--- src/rtl/counter_seq_decoder.sv ---
// Recovers the serial x bit from successive T-FF counter states, flags illegal steps and packs bits into words.
// All outputs registered (visible the cycle after in_valid); no backpressure, every in_valid sample is consumed.
module counter_seq_decoder #(
    parameter int WIDTH = 8
) (
    input  logic             clk,
    input  logic             rst_n,
    input  logic             in_valid,
    input  logic [1:0]       state_in,
    output logic             locked,
    output logic             bit_valid,
    output logic             bit_out,
    output logic             word_valid,
    output logic [WIDTH-1:0] word_out,
    output logic             err,
    output logic [7:0]       err_count
);

    localparam int CW = (WIDTH > 2) ? $clog2(WIDTH) : 1;
    localparam logic [CW-1:0] CNT_LAST = CW'(WIDTH - 1);

    typedef enum logic {
        UNLOCKED = 1'b0,
        LOCKED   = 1'b1
    } state_t;

    state_t           r_state;
    logic [1:0]       r_prev;
    logic [WIDTH-2:0] r_shreg;
    logic [CW-1:0]    r_cnt;
    logic             r_bit_valid;
    logic             r_bit_out;
    logic             r_word_valid;
    logic [WIDTH-1:0] r_word_out;
    logic             r_err;
    logic [7:0]       r_err_count;

    state_t           w_state_nxt;
    logic [1:0]       w_prev_nxt;
    logic [WIDTH-2:0] w_shreg_nxt;
    logic [CW-1:0]    w_cnt_nxt;
    logic             w_bit_valid_nxt;
    logic             w_bit_out_nxt;
    logic             w_word_valid_nxt;
    logic [WIDTH-1:0] w_word_out_nxt;
    logic             w_err_nxt;
    logic [7:0]       w_err_count_nxt;
    logic             w_legal;
    logic             w_bit;
    logic [WIDTH-1:0] w_sh_full;

    // Successor state when the counter is clocked with x=1.
    function automatic logic [1:0] next1(input logic [1:0] p);
        case (p)
            2'b00:   next1 = 2'b10;
            2'b01:   next1 = 2'b10;
            2'b10:   next1 = 2'b11;
            default: next1 = 2'b00;
        endcase
    endfunction

    always_ff @(posedge clk) begin
        if (!rst_n) begin
            r_state      <= UNLOCKED;
            r_prev       <= '0;
            r_shreg      <= '0;
            r_cnt        <= '0;
            r_bit_valid  <= 1'b0;
            r_bit_out    <= 1'b0;
            r_word_valid <= 1'b0;
            r_word_out   <= '0;
            r_err        <= 1'b0;
            r_err_count  <= '0;
        end else begin
            r_state      <= w_state_nxt;
            r_prev       <= w_prev_nxt;
            r_shreg      <= w_shreg_nxt;
            r_cnt        <= w_cnt_nxt;
            r_bit_valid  <= w_bit_valid_nxt;
            r_bit_out    <= w_bit_out_nxt;
            r_word_valid <= w_word_valid_nxt;
            r_word_out   <= w_word_out_nxt;
            r_err        <= w_err_nxt;
            r_err_count  <= w_err_count_nxt;
        end
    end

    always_comb begin
        w_state_nxt      = r_state;
        w_prev_nxt       = r_prev;
        w_shreg_nxt      = r_shreg;
        w_cnt_nxt        = r_cnt;
        w_bit_valid_nxt  = 1'b0;
        w_bit_out_nxt    = r_bit_out;
        w_word_valid_nxt = 1'b0;
        w_word_out_nxt   = r_word_out;
        w_err_nxt        = 1'b0;
        w_err_count_nxt  = r_err_count;
        w_legal          = 1'b0;
        w_bit            = 1'b0;
        w_sh_full        = {r_shreg, 1'b0};

        if (in_valid) begin
            w_prev_nxt = state_in;
            case (r_state)
                UNLOCKED: w_state_nxt = LOCKED;
                default: begin
                    if (state_in == 2'b01) begin
                        w_legal = 1'b1;
                        w_bit   = 1'b0;
                    end else if (state_in == next1(r_prev)) begin
                        w_legal = 1'b1;
                        w_bit   = 1'b1;
                    end

                    w_sh_full = {r_shreg, w_bit};
                    if (w_legal) begin
                        w_bit_valid_nxt = 1'b1;
                        w_bit_out_nxt   = w_bit;
                        w_shreg_nxt     = w_sh_full[WIDTH-2:0];
                        if (r_cnt == CNT_LAST) begin
                            w_word_out_nxt   = w_sh_full;
                            w_word_valid_nxt = 1'b1;
                            w_cnt_nxt        = '0;
                        end else begin
                            w_cnt_nxt = r_cnt + CW'(1);
                        end
                    end else begin
                        // Illegal step: drop the partial word, resync on this sample.
                        w_err_nxt   = 1'b1;
                        w_shreg_nxt = '0;
                        w_cnt_nxt   = '0;
                        if (r_err_count != 8'hFF) begin
                            w_err_count_nxt = r_err_count + 8'd1;
                        end
                    end
                end
            endcase
        end
    end

    assign locked     = (r_state == LOCKED);
    assign bit_valid  = r_bit_valid;
    assign bit_out    = r_bit_out;
    assign word_valid = r_word_valid;
    assign word_out   = r_word_out;
    assign err        = r_err;
    assign err_count  = r_err_count;

endmodule
--- config.mk ---
export PLATFORM = sky130hd
export DESIGN_NAME = counter_seq_decoder
export DESIGN_NICKNAME = d
export VERILOG_FILES = /design/src/rtl/counter_seq_decoder.sv
export SDC_FILE = /design/constraint.sdc
export NUM_CORES = 1
export LEC_CHECK = 0
export CAP_MARGIN = 20
export CORE_ASPECT_RATIO = 1.75
export CORE_MARGIN = 3
export CORE_UTILIZATION = 32
export DETAILED_ROUTE_END_ITERATION = 7
export PLACE_DENSITY_LB_ADDON = 0.08
export RECOVER_POWER = 25
export SYNTH_ARGS = -nofsm -noshare
export SYNTH_HDL_FRONTEND = slang
export SYNTH_SLANG_ARGS = --single-unit
--- constraint.sdc ---
create_clock -name clk -period 1.4 [get_ports clk]
set_input_delay 0.28 -clock clk [delete_from_list [all_inputs] [get_ports clk]]
set_output_delay 0.28 -clock clk [all_outputs]
set_load 0.005 [all_outputs]
==> impl_metrics.yaml <==
sta:
  drv_slew: 0
  fin_ws_ps: -35.71
  slew_headroom_pct: 79.53
  hold_violations: 0
  setup_viol: 1
  period_share_pct: 102.6
  max_freq_mhz: 696.5
  whs_ps: 386.0
  rsz0062_at_grt: "yes"
  max_slew.worst_pin.slew_ps: 306.7
  skew_ps: 4.780
  period_needed_ps: 1436
worst_hold_path:
  min_from: "in_valid"
  hold_path.class: "in -> reg"
  hold_path_end: "locked$_SDFFE_PN0P_"
  hold_depth: 4
clocking:
  htree_levels: 2
  cts.sinks: 33
  clk-insertion-delay-late_ps: 280
  clockBufferDepth: 2
  cts_hold_buf: 0
  path_clk_slew_ps: 70
  cts_buffers: 5
  cts_root_buf: "clkbuf_8"
  cts_tree: "built"
grt:
  grt_usage_pct: 15.17
  grt_max_degree: 16
  grt_antenna_before_repair: 0
  grt_pass1_vias: 1343
  grt-ovfl-total: 0
  grt_pass1_wl_um: 6306
die:
  fp.dieW_um: 56.07
  fp.dieArea_um2: 5249
  num_rows: 31
  die_h_um: 93.62
  coreArea_um2: 4189
  io_pins: 26
  start_util_pct: 33.51
setup_path:
  reg2reg_from: "err_count[4]$_SDFFE_PN0P_"
  regToRegEndpoint: "err_count[6]$_SDFFE_PN0P_"
  cp_data_arrival_time_ps: 1610
  startpoint_type: "flop"
  path_max_fanout: 3
  rr_worst_depth: 4
  end_kind: "flop"
  crit_type: "reg -> reg"
  path_cells: "and3_4 > nand4_1 > or4b_1 > o211a_1"
  critical-path-max-stage-delay_ps: 520
  regToRegSetupSlack_ps: -40
  crit_slowest_cell: "or4b_1"
  cp.required_ps: 1570
placed_design:
  io_buffers: 25
  dp_hpwl_um: 2700
  finalWeightedCongestion: 0.8719
synth:
  syn_inst: 163
  synth_warnings: 0
  synthTopCellsByCount: "33 x dfxtp_1, 26 x nand2_1, 18 x nand3_1, 10 x a21oi_1"
  syn_nets: 171
  synth_edf_count: 0
  yosysSeqAreaShare_pct: 47.06
  yosysUniqueCellTypes: 37
  synth_ff_type: "dfxtp_1"
  yosysMostFrequentCell: "dfxtp_1"
  synth_top_cell_area_share_pct: 47.06
  ys_top_cells_by_area: "dfxtp_1 47%, nand2_1 7.0%, nand3_1 6.4%"
  ys_ff_latch: 33
  syn_area_per_cell_um2: 8.613
  yosysTopAreaCell: "dfxtp_1"
  netlist_area_um2: 1404
  ys_async_sr_fraction_pct: 0
outcome:
  status: "complete, but fails checks"
  violations: "negative setup slack"
final_layout:
  fin_util_pct: 51.67
  syn2layout_area_growth_pct: 54.19
  num-nets-final: 223
  antenna_cells: 0
  layout-drive-gt1-share_pct: 33.33
flow_run:
  max-cap-violations: 0
detailed_routing:
  met1_length_um: 1525
  wl_met3_um: 155
  routed_via_density: 5.008
  wl_met2_um: 1988
  ant_nets: 0
  vias: 1327
  firstDrtPassIters: 4
  routedWlPerCell_um: 14.28
  top_layer_used: "met4"
  drc: 0
  drt_iter0_drc: 21
  finalWirelength_um: 3784
power:
  p_per_area_nw_per_um2: 859.8
  peakVddDrop_uv: 683.6
  p_leak_uw: 0.0009173
[report_power, final]
group / leakage (uW) / switching [uW] / total, uW / internal, uW
Combinational: 0.000602 / 105 / 199 / 94.2
Clock: 0.0000439 / 362 / 705 / 343
Sequential: 0.000272 / 9.64 / 958 / 948
[layout make-up]
type,count,area (um^2)
clock buffers,5,68.82
repair buffers,55,508.0
well taps,49,61.31
flip-flops and latches,33,678.2
inverters,2,7.507
fillers,428,2024
clock inverters,3,17.52
multi-input cells,118,823.3
[how the worst max path moves through the flow]
stage / startpoint / end / cells past startpoint
finish: err_count[4]$_SDFFE_PN0P_ / err_count[6]$_SDFFE_PN0P_ / 4
global route: err_count[4]$_SDFFE_PN0P_ / err_count[6]$_SDFFE_PN0P_ / 4
CTS: state_in[0] / err_count[6]$_SDFFE_PN0P_ / 6
detailed placement: state_in[1] / err_count[6]$_SDFFE_PN0P_ / 6
global placement: state_in[1] / err_count[6]$_SDFFE_PN0P_ / 6
floorplan: r_prev[1]$_SDFFE_PN0P_ / err_count[6]$_SDFFE_PN0P_ / 5
[stage by stage]
step | power (uW) | setup slack, ps | std cells | setup TNS, ps | instance area, um^2
3_5_place_dp | 1167 | -494.2 | 254 | -10920 | 1924
5_1_grt | 1937 | -81.94 | 265 | -465.5 | 2165
3_3_place_gp | 1161 | -461.1 | 254 | -9765 | 1924
2_1_floorplan | 1068 | -42.01 | 163 | -42.01 | 1438
4_1_cts | 1870 | -59.11 | 265 | -59.11 | 2043
6_report | 1861 | -35.71 | 265 | -35.71 | 2165
[flip-flops by register name, summed over array words and instances, names as in the netlist]
signal / count
r_prev: 2
bit_valid: 1
err: 1
r_shreg: 7
locked: 1
err_count: 8
word_out: 8
bit_out: 1
word_valid: 1
r_cnt: 3
[critical path, delay by kind of cell, from the launching register on]
kind / cells / cell delay [ps]
flops: 1 / 330
compound gates: 1 / 150
simple gates: 3 / 850
[per-layer routing]
metal / GRT usage [%] / vias to the layer above
li1: - / 682
met1: 16.60 / 599
met2: 26.46 / 35
met3: 3.453 / 11
met4: 8.515 / 0
met5: 0 / -
[what timing repair did]
| action | in CTS | in global routing |
|---|---|---|
| pin swaps | 6 | 11 |
| cloned | 0 | 1 |
| hold endpoints to repair | 0 | 0 |
| setup endpoints to repair | 39 | 24 |
| resized for setup | 29 | 36 |
| buffers inserted | 3 | 1 |
[placed cells by master, fill, tap and decap left out, drive strengths merged, types with 3 or more instances in the layout]
cell          instances
buf                  28
o21ai                10
ha                    3
nand3                18
a21oi                11
mux2i                 5
dlymetal6s2s          3
nand2                27
clkbuf                7
nand4                 3
nor2                  9
nand2b                3
dlygate4sd2          18
nor3                  3
o21a                  3
a211oi                3
dfxtp                33
[cells by family (layout without fill, tap and decap cells)]
kind of cell / Yosys count / count (layout) / synth area share [%]
AO/OA/AOI/OAI: 37 / 37 / 17.56
AND/OR/NAND/NOR: 73 / 73 / 25.49
multiplexers: 5 / 5 / 3.565
buffers and inverters: 12 / 65 / 3.654
adder cells (fa/ha/maj): 3 / 3 / 2.674
flip-flops: 33 / 33 / 47.06
(Power assumes the default switching activity.)
